File: src/rtl/fp32_pkg.sv
// Shared float32 constants and FSM state encoding for the BDPU square / sqrt units.
package fp32_pkg;
    localparam int FP32_BIAS   = 127;
    localparam int FP32_MANT_W = 23;
    localparam int FP32_EXP_W  = 8;
    localparam logic [31:0] FP32_QNAN = 32'h7FC0_0000;
    localparam logic [31:0] FP32_PINF = 32'h7F80_0000;

    localparam int MUL_STEPS = FP32_MANT_W + 1;

    localparam logic [1:0] ST_IDLE = 2'd0;
    localparam logic [1:0] ST_MUL  = 2'd1;
    localparam logic [1:0] ST_NORM = 2'd2;
    localparam logic [1:0] ST_DONE = 2'd3;
endpackage

File: src/rtl/mul24_serial.sv
// Serial shift-add 24x24 multiplier: one partial product per step, 48-bit accumulator.
module mul24_serial
    import fp32_pkg::*;
(
    input  logic        clk_i,
    input  logic        rst_ni,
    input  logic        start_i,
    input  logic        step_i,
    input  logic [23:0] mcand_i,
    output logic [47:0] prod_o,
    output logic        done_o
);
    logic [47:0] acc_q, acc_d;
    logic [4:0]  cnt_q, cnt_d;
    logic        bit_sel;
    logic [47:0] pp;

    // Squaring: the multiplier and multiplicand are the same significand.
    always_comb begin
        bit_sel = |(mcand_i & (24'd1 << cnt_q));
        pp      = {24'd0, mcand_i} << cnt_q;
        acc_d   = acc_q;
        cnt_d   = cnt_q;
        if (start_i) begin
            acc_d = '0;
            cnt_d = '0;
        end else if (step_i) begin
            if (bit_sel) acc_d = acc_q + pp;
            cnt_d = cnt_q + 5'd1;
        end
    end

    always_ff @(posedge clk_i or negedge rst_ni) begin
        if (!rst_ni) begin
            acc_q <= '0;
            cnt_q <= '0;
        end else begin
            acc_q <= acc_d;
            cnt_q <= cnt_d;
        end
    end

    assign prod_o = acc_q;
    assign done_o = step_i && (cnt_q == 5'(MUL_STEPS - 1));
endmodule

File: src/rtl/square_f32.sv
// Iterative float32 squarer with EN/rdy enable-hold handshake; fixed 26-cycle latency.
//
// Handshake: EN is raised to start and must stay high through the operation and
// while the result is read; rdy/sq are valid only while rdy=1. Dropping EN at any
// edge aborts back to IDLE, and EN must be sampled low once before a new start.
module square_f32
    import fp32_pkg::*;
#(
    parameter int WIDTH = 32
) (
    input  logic             clk,
    input  logic             rst,
    input  logic             EN,
    input  logic [WIDTH-1:0] a,
    output logic             rdy,
    output logic [WIDTH-1:0] sq,
    output logic [1:0]       dbg_state_o
);
    logic [1:0]       state_q, state_d;
    logic [WIDTH-1:0] a_q, a_d;
    logic             rdy_q, rdy_d;
    logic [WIDTH-1:0] sq_q, sq_d;

    logic             start_mul, step_mul, mul_done;
    logic [47:0]      prod;

    logic [FP32_EXP_W-1:0]  e_a;
    logic [FP32_MANT_W-1:0] f_a;
    logic                   sign_sq;
    logic [9:0]             ex_base, ex_n, ex_f;
    logic [22:0]            mant;
    logic                   guard, sticky, rnd;
    logic [23:0]            mant_r;
    logic [31:0]            res;

    assign e_a     = a_q[30:23];
    assign f_a     = a_q[22:0];
    // Sign of a*a is s^s, which is always 0.
    assign sign_sq = a_q[31] ^ a_q[31];

    mul24_serial u_mul (
        .clk_i   (clk),
        .rst_ni  (rst),
        .start_i (start_mul),
        .step_i  (step_mul),
        .mcand_i ({|e_a, f_a}),
        .prod_o  (prod),
        .done_o  (mul_done)
    );

    always_comb begin
        ex_base = {1'b0, e_a, 1'b0} - 10'(FP32_BIAS);
        if (prod[47]) begin
            mant   = prod[46:24];
            guard  = prod[23];
            sticky = |prod[22:0];
            ex_n   = ex_base + 10'd1;
        end else begin
            mant   = prod[45:23];
            guard  = prod[22];
            sticky = |prod[21:0];
            ex_n   = ex_base;
        end
        rnd    = guard & (sticky | mant[0]);
        mant_r = {1'b0, mant} + {23'd0, rnd};
        ex_f   = ex_n + {9'd0, mant_r[23]};

        if (e_a == '1)                     res = (f_a != '0) ? FP32_QNAN : FP32_PINF;
        else if (e_a == '0)                res = '0;
        else if ($signed(ex_f) >= 10'sd255) res = FP32_PINF;
        else if ($signed(ex_f) <= 10'sd0)   res = '0;
        else                               res = {sign_sq, ex_f[7:0], mant_r[22:0]};
    end

    always_comb begin
        state_d   = state_q;
        a_d       = a_q;
        rdy_d     = 1'b0;
        sq_d      = '0;
        start_mul = 1'b0;
        step_mul  = 1'b0;
        case (state_q)
            ST_IDLE: begin
                if (EN) begin
                    state_d   = ST_MUL;
                    a_d       = a;
                    start_mul = 1'b1;
                end
            end
            ST_MUL: begin
                if (!EN) begin
                    state_d = ST_IDLE;
                end else begin
                    step_mul = 1'b1;
                    if (mul_done) state_d = ST_NORM;
                end
            end
            ST_NORM: begin
                if (!EN) begin
                    state_d = ST_IDLE;
                end else begin
                    state_d = ST_DONE;
                    rdy_d   = 1'b1;
                    sq_d    = res;
                end
            end
            ST_DONE: begin
                if (!EN) begin
                    state_d = ST_IDLE;
                end else begin
                    rdy_d = 1'b1;
                    sq_d  = sq_q;
                end
            end
            default: state_d = ST_IDLE;
        endcase
    end

    always_ff @(posedge clk or negedge rst) begin
        if (!rst) begin
            state_q <= ST_IDLE;
            a_q     <= '0;
            rdy_q   <= 1'b0;
            sq_q    <= '0;
        end else begin
            state_q <= state_d;
            a_q     <= a_d;
            rdy_q   <= rdy_d;
            sq_q    <= sq_d;
        end
    end

    assign rdy         = rdy_q;
    assign sq          = sq_q;
    assign dbg_state_o = state_q;
endmodule

File: config.mk
export PLATFORM = sky130hd
export DESIGN_NAME = square_f32
export DESIGN_NICKNAME = d
export VERILOG_FILES = /design/src/rtl/fp32_pkg.sv /design/src/rtl/mul24_serial.sv /design/src/rtl/square_f32.sv
export SDC_FILE = /design/constraint.sdc
export NUM_CORES = 1
export LEC_CHECK = 0
export BUFFER_PORTS_ARGS = -buffer_cell sky130_fd_sc_hd__buf_2
export CAP_MARGIN = 0
export CORE_MARGIN = 2
export CORE_UTILIZATION = 40
export DETAILED_ROUTE_END_ITERATION = 6
export GPL_ROUTABILITY_DRIVEN = 1
export HOLD_SLACK_MARGIN = 0.03
export PLACE_DENSITY = 0.58
export SYNTH_ARGS = -nofsm -noshare
export SYNTH_HDL_FRONTEND = slang
export SYNTH_SLANG_ARGS = --single-unit
File: constraint.sdc
create_clock -name clk -period 6.1 [get_ports clk]
set_input_delay 0.915 -clock clk [delete_from_list [all_inputs] [get_ports clk]]
set_output_delay 0.915 -clock clk [all_outputs]
set_load 0.05 [all_outputs]
* Yosys cells after proc, flatten, opt, wreduce, memory -nomap -nowiden
Index checks and enable logic that the tools add are counted.
Word-level totals: word-level logic and storage cells 68, register bits after elaboration 119, bits of input ports 35
Operators by class: reduce and logical (&&, ||, !) cells 14, multiplexer cells 27, shifts and indexed selects 2, eq/ne operators 8, bitwise gates (word level) 3, add/sub/neg operators 6, magnitude comparators 2
Operator list (number):
- $mux W48 | 3
- $mux W31 | 4
- $mux W32 | 2
- $pmux W32 S2 | 1
- $add A48 B48 Y48 | 1
- $shl A24 B5 Y48 | 1
- $mux W23 | 2
- $add A23 B1 Y24 | 1
- $and A24 B24 Y24 | 1
- $reduce_or A24 Y1 | 1
- $shl A1 B5 Y24 const A | 1
- $reduce_bool A23 Y1 | 1
- $reduce_or A23 Y1 | 1
- $reduce_or A22 Y1 | 1
- $add A10 B1 Y10 | 1
- $add A10 B1 Y10 const B | 1
- $ge A10 B9 Y1 const B | 1
- $le A10 B1 Y1 const B | 1
- $mux W10 | 1
- $mux W2 | 5
- $mux W5 | 2
- $sub A9 B7 Y10 const B | 1
- $eq A8 B8 Y1 const B | 1
- $logic_not A8 Y1 | 1
- 17 further kinds | 26

* Logic depth before layout (Yosys ltp)
Gate-level depths: netlist (run 1).
word-level depth 13, depth in mapped cells 22, gate-level depth less buffers 19

* Modules after synthesis
Synthesis (run 1) repeated with hierarchy kept, for this count alone.
Second synthesis, totals: cells, all modules 1273, area, all modules 10741.6 um^2
Modules (own cells, without submodules):
- mul24_serial | area each 6357.3 um^2, sequential area each 1326.3 um^2, cells each 836, times used 1
- square_f32 | area each 4384.2 um^2, sequential area each 1626.6 um^2, cells each 437, times used 1

* Least setup slack after synthesis (run 1)
Ideal clock, no wire load.
path kind reg-to-reg, start point reg u_mul.cnt_q[0], end point reg u_mul.acc_q[46] (netlist: u_mul.prod_o[46]), cell stages (with the launch flop) 20, arrival 4417 ps, data required time 5978 ps, slack 1562 ps, cell sequence dfrtp_1 buf_2 buf_1 clkbuf_1 a211oi_1 a21oi_1 mux2i_1 mux2_2 o22ai_1 ha_1 buf_6 a211oi_2 nor2_1 o41ai_2 o21ai_1 o2bb2ai_1 nor4_2 nor3_1 or4_1 a32o_1
Between the ends: cells in the longest elaborated chain, start to end 5
Ends and longest elaborated chain:
- start, declared | line mul24_serial.sv:14 | logic [4:0] cnt_q, cnt_d;
- start signal, assigned | line mul24_serial.sv:39 | cnt_q <= cnt_d;
- $shl A24 B5 Y48 or $shl A1 B5 Y24 (tied branches) | line mul24_serial.sv:21, mul24_serial.sv:20
- $add A48 B48 Y48 or $and A24 B24 Y24 (tied branches) | line mul24_serial.sv:28, mul24_serial.sv:20
- $mux W48 or $reduce_or A24 Y1 (tied branches) | line mul24_serial.sv:28, mul24_serial.sv:20
- $mux W48 or $reduce_bool A2 Y1 (tied branches)
- $mux W48 or $reduce_and A2 Y1 (tied branches)
- end signal, assigned | line mul24_serial.sv:35 | acc_q <= '0;
- end signal, assigned | line mul24_serial.sv:38 | acc_q <= acc_d;
- end, declared | line mul24_serial.sv:13 | logic [47:0] acc_q, acc_d;
Several ways; a longest one is shown, not always the timed one. The select of a mux whose other input is x is not followed. A chain may end at the register's enable or synchronous reset.

* Final worst setup path (run 1)
Same ends and word-level chain as after synthesis.

==> out/metrics.yaml, run 1 <==
sta:
  holdWs_ns: 0.4839
  final.setup.tns_ns: 0
  finalSetupViolCount: 0
  final-hold-violation-count: 0
  fin_skew_ns: 0.01493
  rsz0062_at_grt: "no"
  slew_headroom_pct: 28.21
  maxSlewViolCount: 0
  period_needed_ns: 5.142
  tightest_slew_ns: 1.073
  max_freq_mhz: 194.5
  fin_crit_sh_pct: 84.29
synthesis:
  syn_area_um2: 10520
  syn_area_per_cell_um2: 7.924
  yosysTopAreaCellShare_pct: 28.06
  synthTopCellsByArea: "dfrtp_1 28%, nand2_1 8.5%, ha_1 7.3%"
  syn_nets: 1425
  syn-instance-count: 1328
  seq_area_frac_synth_pct: 28.06
  ys_seq_elements: 118
  synthArstFlopShare_pct: 100.0
  yosys.area.top_type: "dfrtp_1"
  synth_edf_count: 0
  ys.flop_type: "dfrtp_1"
  yosysWarnings: 0
  synth.distinct_cells: 93
drt:
  vias: 9867
  via_per_inst: 5.825
  drt-initial-drc-count: 799
  wl_met3_um: 1395
  top_layer: "met4"
  drt-met1-wl_um: 15360
  drc: 0
  wire_per_inst_um: 18.73
  drt-total-wl_um: 31730
  routed-wl-met2_um: 13950
  firstDrtPassIters: 7
  antenna_left: 0
worst_hold_path:
  hold_path_class: "flip-flop to flip-flop"
outcome:
  outcome: "completed"
power:
  p_sw_w: 0.001549
  power_w: 0.003759
  comb_power_share_pct: 42.0
  p_int_w: 0.002210
  power_density_nw_per_um2: 321.7
  switching_share_pct: 41.20
  share_clk_of_total_power_pct: 29.4
  p_seq_share_pct: 28.5
  ir_drop_uv: 218.7
  p_leak_nw: 5.067
grt:
  grt_pass1_vias: 9337
  antenna_found_initial: 0
  gr-total-overflow: 0
  grt_max_degree: 57
  grtUsageTotal_pct: 22.90
  grt_pass1_wl_um: 51110
finish:
  syn_to_final_growth_pct: 11.03
  design_area_um2: 11680
  antenna_cells: 0
  fin_util_pct: 45.09
  final_nets: 1444
  drive_gt1_share_pct: 12.36
placement:
  dpl_cell_area_um2: 11060
  gp_congestion: 0.9272
  hpwl_um: 23640
  io_buffers: 67
clock_network:
  cts.repair.resized: 0
  clk_pin_slew_ns: 0.06
  h-tree-depth: 4
  tritoncts: "yes"
  cts_max_path_buffers: 2
  cts_root_buffer: "clkbuf_16"
  cts_sinks: 118
  hold_buffers: 0
  postCtsSetupBuffers: 0
  insertion_delay_ns: 0.43
  numCtsBuffers: 17
setup_path:
  cp.required_ns: 6.41
  crit_type: "flip-flop to flip-flop"
  cp-start-kind: "flip-flop"
  worstPathMaxFanout: 23
  critPathSlowestCell: "dfrtp_1"
  crit_path_max_incr_delay_ns: 0.79
  cp_num_buf_inv: 1
  critical_path_arrival_ns: 5.45
  critPathCaptureType: "flip-flop"
  crit_family: "compound AO/OA/AOI/OAI gates"
  crit_chain: "buf_4 -> mux4_2 -> mux2i_1 -> mux2_2 -> o22ai_1 -> ha_1 -> a211oi_2 -> nor2_1 -> o41ai_2 -> o21ai_1 -> o2bb2ai_1 -> nor4_2 -> nor3_1 -> or4_1 -> a32o_1"
floorplan:
  dieHeight_um: 166.2
  ios: 70
  fp.coreArea_um2: 25910
  die_w_um: 166.2
  die_area_um2: 27620
  rows: 59
  start_util_pct: 40.61
flow_run:
  max-cap-violations: 0
[worst register-to-register path, stage by stage, from the launching register on]
cell	delay, ns
dfrtp_1	0.79
buf_4	0.41
mux4_2	0.60
mux2i_1	0.21
mux2_2	0.21
o22ai_1	0.13
ha_1	0.44
a211oi_2	0.20
nor2_1	0.10
o41ai_2	0.34
o21ai_1	0.16
o2bb2ai_1	0.19
nor4_2	0.34
nor3_1	0.15
or4_1	0.51
a32o_1	0.25
[cell usage in the layout, fill, tap and decap left out, types with 6 or more instances in the layout]
cell / n
o21bai_1: 8
mux2_2: 20
or2_2: 7
or3_1: 7
o31ai_1: 10
nand3_1: 38
nand4_1: 26
o21ai_1: 15
a31oi_1: 6
nor4_1: 13
inv_1: 31
a221o_1: 9
dfrtp_1: 117
and3_1: 8
xor2_1: 37
buf_4: 16
a21oi_1: 82
and2_1: 13
nor3_1: 21
a21o_1: 30
o21ai_0: 112
ha_1: 61
nand2_1: 237
a211oi_1: 16
nor2_1: 81
a22o_1: 10
mux2i_1: 36
xnor2_1: 44
o211ai_1: 7
clkbuf_16: 17
buf_2: 66
nor2b_1: 14
o22ai_1: 16
nand2b_1: 10
[cell type report]
| class | instances | area, µm² |
|---|---|---|
| Clock buffer | 17 | 425.4 |
| Fill cell | 2576 | 14230 |
| Tap cell | 335 | 419.2 |
| Clock inverter | 14 | 201.4 |
| Timing Repair Buffer | 82 | 450.4 |
| Inverter | 32 | 120.1 |
| Sequential cell | 118 | 2954 |
| Multi-Input combinational cell | 1096 | 7113 |
[metrics by stage]
step / cells / setup slack, ns
3_3_place_gp: 1663 / 0.9758
3_5_place_dp: 1663 / 0.9827
2_1_floorplan: 1328 / 1.562
5_1_grt: 1694 / 0.5102
4_1_cts: 1694 / 0.9718
6_report: 1694 / 0.9585
[cells in the mapped netlist, drive strengths merged, types with 20 or more instances]
master,count
mux2,20
inv,31
xnor2,45
nand2,238
dfrtp,118
mux2i,36
a21oi,84
buf,25
nand3,39
a21o,30
nand4,26
clkbuf,57
nor2,82
ha,61
xor2,37
nor3,21
o21ai,129
[routing by layer]
metal | vias up | GRT usage, %
li1 | 4847 | -
met1 | 4703 | 32.55
met2 | 267 | 35.25
met3 | 50 | 2.908
met4 | 0 | 9.301
met5 | - | 0
[logic make-up (layout without fill, tap and decap cells)]
family / after synthesis / count (layout) / synth area share [%]
xor gates and xnor gates: 82 / 82 / 6.897
other: 1 / 1 / 0.03564
muxes: 60 / 60 / 6.421
AOI/OAI and AO/OA: 393 / 393 / 24.78
DFF: 118 / 118 / 28.06
adders and majority gates: 63 / 63 / 7.539
buffers and inverters: 114 / 145 / 4.554
and+or+nand+nor: 497 / 497 / 21.71
[path summary, 6_finish.rpt]
kind                                             from                      endpoint  slack, ns  cells after the start
min reg2reg                         sq[0]$_DFFE_PN0P_             sq[0]$_DFFE_PN0P_       0.48                      2
max                        u_mul.cnt_q[0]$_DFFE_PN0P_  u_mul.prod_o[46]$_DFFE_PN0P_       0.96                     15
min in group asynchronous                         rst            sq[19]$_DFFE_PN0P_       0.50                      1
max in group asynchronous                         rst   u_mul.prod_o[3]$_DFFE_PN0P_       4.49                      2
min                                 sq[0]$_DFFE_PN0P_             sq[0]$_DFFE_PN0P_       0.48                      2
max reg2reg                u_mul.cnt_q[0]$_DFFE_PN0P_  u_mul.prod_o[46]$_DFFE_PN0P_       0.96                     15
[state kept, by name, indices dropped and copies added (netlist names)]
| signal | cells |
|---|---|
| dbg_state_o | 2 |
| a_q | 31 |
| u_mul.prod_o | 48 |
| sq | 31 |
| rdy | 1 |
| u_mul.cnt_q | 5 |
[power by group through the flow]
stage	logic, W	registers, W	clock network, W
4_1_cts	0.00156	0.00107	0.00113
5_1_grt	0.00176	0.00110	0.00116
6_report	0.00158	0.00107	0.00111
3_3_place_gp	0.00154	0.00108	0
3_5_place_dp	0.00156	0.00108	0
2_1_floorplan	0.00125	0.00100	0
No activity file was read; power rests on OpenSTA's default activity.
==> inputs of run 2 (changes only) <==
--- a/config.mk
+++ b/config.mk
@@ -12,7 +12,7 @@
 export DETAILED_ROUTE_END_ITERATION = 6
 export GPL_ROUTABILITY_DRIVEN = 1
 export HOLD_SLACK_MARGIN = 0.03
-export PLACE_DENSITY = 0.58
+export PLACE_DENSITY = 0.6
 export SYNTH_ARGS = -nofsm -noshare
 export SYNTH_HDL_FRONTEND = slang
 export SYNTH_SLANG_ARGS = --single-unit
==> constraint.sdc (replaced) <==
create_clock -name clk -period 4.3 [get_ports clk]
set_input_delay 0.645 -clock clk [delete_from_list [all_inputs] [get_ports clk]]
set_output_delay 0.645 -clock clk [all_outputs]
set_load 0.05 [all_outputs]
==> run 2 against run 1 <==
Effect of this change: design area grew 14%; via count grew 7.2%; largest cell class unchanged; clock power grew 37%; routed wire length grew 7.4%; critical path depth grew 3; global-route usage grew 0.76 points; register-to-register slack lost 0.93 ns.
==> out/metrics.yaml, run 2 (synthesis gave the netlist of run 1 again) <==
outcome:
  outcome: "completed"
sta:
  finalSetupViolCount: 0
  fin_crit_sh_pct: 99.41
  maxSlewViolCount: 0
  period_needed_ns: 4.274
  final-hold-violation-count: 0
  fin_skew_ns: 0.01472
  tightest_slew_ns: 1.179
  slew_headroom_pct: 21.37
  max_freq_mhz: 233.9
  final.setup.tns_ns: 0
  rsz0062_at_grt: "yes"
grt:
  grt_max_degree: 61
  grt_pass1_vias: 10050
  antenna_found_initial: 0
  grt_pass1_wl_um: 53350
  gr-total-overflow: 0
  grtUsageTotal_pct: 23.66
finish:
  multiInputGateArea_um2: 7527
  fillers: 2446
  regArea_um2: 2955
  design_area_um2: 13290
  largest_reg_flops: 48
  mostFrequentLayoutCells: "237 x nand2_1, 160 x buf_4, 116 x dfrtp_1, 96 x o21ai_0, 76 x nor2_1"
  fin_util_pct: 51.30
  layout_commonest_cell: "nand2_1"
  drive_gt1_share_pct: 25.41
  antenna_cells: 0
  final_nets: 1596
  syn_to_final_growth_pct: 26.31
floorplan:
  dieHeight_um: 166.2
  ios: 70
  die_w_um: 166.2
  fp.coreArea_um2: 25910
  die_area_um2: 27620
  start_util_pct: 40.61
  rows: 59
power:
  p_sw_w: 0.002446
  p_int_w: 0.003638
  p_seq_share_pct: 23.9
  switching_share_pct: 40.21
  share_clk_of_total_power_pct: 25.0
  comb_power_share_pct: 51.1
  p_leak_nw: 5.929
  ir_drop_uv: 320.9
  power_density_nw_per_um2: 457.7
drt:
  via_per_inst: 5.730
  vias: 10580
  wire_per_inst_um: 18.46
  antenna_left: 0
  firstDrtPassIters: 5
  drc: 0
  drt-initial-drc-count: 879
  drt-total-wl_um: 34080
placement:
  io_buffers: 67
  hpwl_um: 24870
  gp_congestion: 0.9213
  dpl_cell_area_um2: 12130
clock_network:
  cts_max_path_buffers: 2
  numCtsBuffers: 17
  h-tree-depth: 4
  cts_sinks: 118
  insertion_delay_ns: 0.43
  cts_root_buffer: "clkbuf_16"
  tritoncts: "yes"
  clk_pin_slew_ns: 0.07
setup_path:
  cp-start-kind: "flip-flop"
  crit_path_max_incr_delay_ns: 0.52
  critical_path_arrival_ns: 4.58
  worstPathMaxFanout: 13
  regToRegSetupSlack_ns: 0.03
  crit_type: "flip-flop to flip-flop"
  critPathSlowestCell: "or4_4"
  crit_top_cell: "nand2_1"
  cp.required_ns: 4.61
  crit_chain: "buf_4 -> clkbuf_16 -> mux2i_1 -> nand2_1 -> o21ai_1 -> mux2_2 -> o22a_1 -> nor2_1 -> ha_1 -> nand2_1 -> o21ai_2 -> or3_4 -> o211ai_4 -> a2111oi_4 -> nor4_4 -> nor3_2 -> or4_4 -> a32o_1"
  critPathCaptureType: "flip-flop"
worst_hold_path:
  hold_path_class: "input port to async pin"
flow_run:
  max-cap-violations: 0
[run 2: layer usage]
layer  vias up  track usage [%]  wire (µm)
met1      5041            32.99      15850
met4         0            6.200        657
met3        46            2.669       1689
met2       341            39.09      15880
met5         -                0          0
li1       5150                -          -
[run 2: worst paths after layout]
kind,startpoint,end,depth (start not counted)
min,rst,sq[19]$_DFFE_PN0P_,1
max,u_mul.cnt_q[0]$_DFFE_PN0P_,u_mul.prod_o[46]$_DFFE_PN0P_,18
min in group clk,a[9],a_q[9]$_DFFE_PN0P_,3
max reg2reg,u_mul.cnt_q[0]$_DFFE_PN0P_,u_mul.prod_o[46]$_DFFE_PN0P_,18
min reg2reg,sq[15]$_DFFE_PN0P_,sq[15]$_DFFE_PN0P_,2
max in group asynchronous,rst,u_mul.cnt_q[0]$_DFFE_PN0P_,2
[run 2: repair_timing]
item	4_1_cts	5_1_grt
endpoints found under the setup margin	5	42
hold buffers	0	0
setup buffers	1	11
endpoints found under the hold margin	0	0
gates cloned	0	3
resized for setup	10	92
pin swaps	2	35
[run 2: final cells by class]
class | count | area share, %
Multi-Input combinational cell | 1097 | 56.63
Sequential cell | 118 | 22.23
Timing Repair Buffer | 233 | 12.52
Clock buffer | 17 | 3.201
Tap cell | 335 | 3.154
Clock inverter | 14 | 1.356
Inverter | 32 | 0.9037
[run 2: power by group through the flow]
stage / Combinational, W / Clock (W) / Sequential, W
3_3_place_gp: 0.00277 / 0 / 0.00146
6_report: 0.00311 / 0.00152 / 0.00146
4_1_cts: 0.00284 / 0.00154 / 0.00144
2_1_floorplan: 0.00177 / 0 / 0.00142
3_5_place_dp: 0.00279 / 0 / 0.00146
5_1_grt: 0.00339 / 0.00158 / 0.00147
[run 2: metrics by stage]
stage / total power, W / hold WS [ns] / setup slack, ns / instances
after floorplan: 0.003194 / 0.3494 / 0.01162 / 1328
after global placement: 0.004224 / 0.4665 / -0.09658 / 1801
after detailed placement: 0.004246 / 0.4703 / -0.1095 / 1801
after CTS: 0.005816 / 0.3514 / -0.001528 / 1833
after global routing: 0.006449 / 0.3715 / -0.1403 / 1846
final: 0.006084 / 0.3051 / 0.02555 / 1846
[run 2: critical path: cells and delay by family (launching register included)]
kind                     cells  cell delay, ns
adder cells (fa/ha/maj)      1            0.29
buffers and inverters        2            0.32
multiplexers                 2            0.45
AO/OA/AOI/OAI                6            1.02
flip-flops                   1            0.45
AND/OR/NAND/NOR              7            1.61
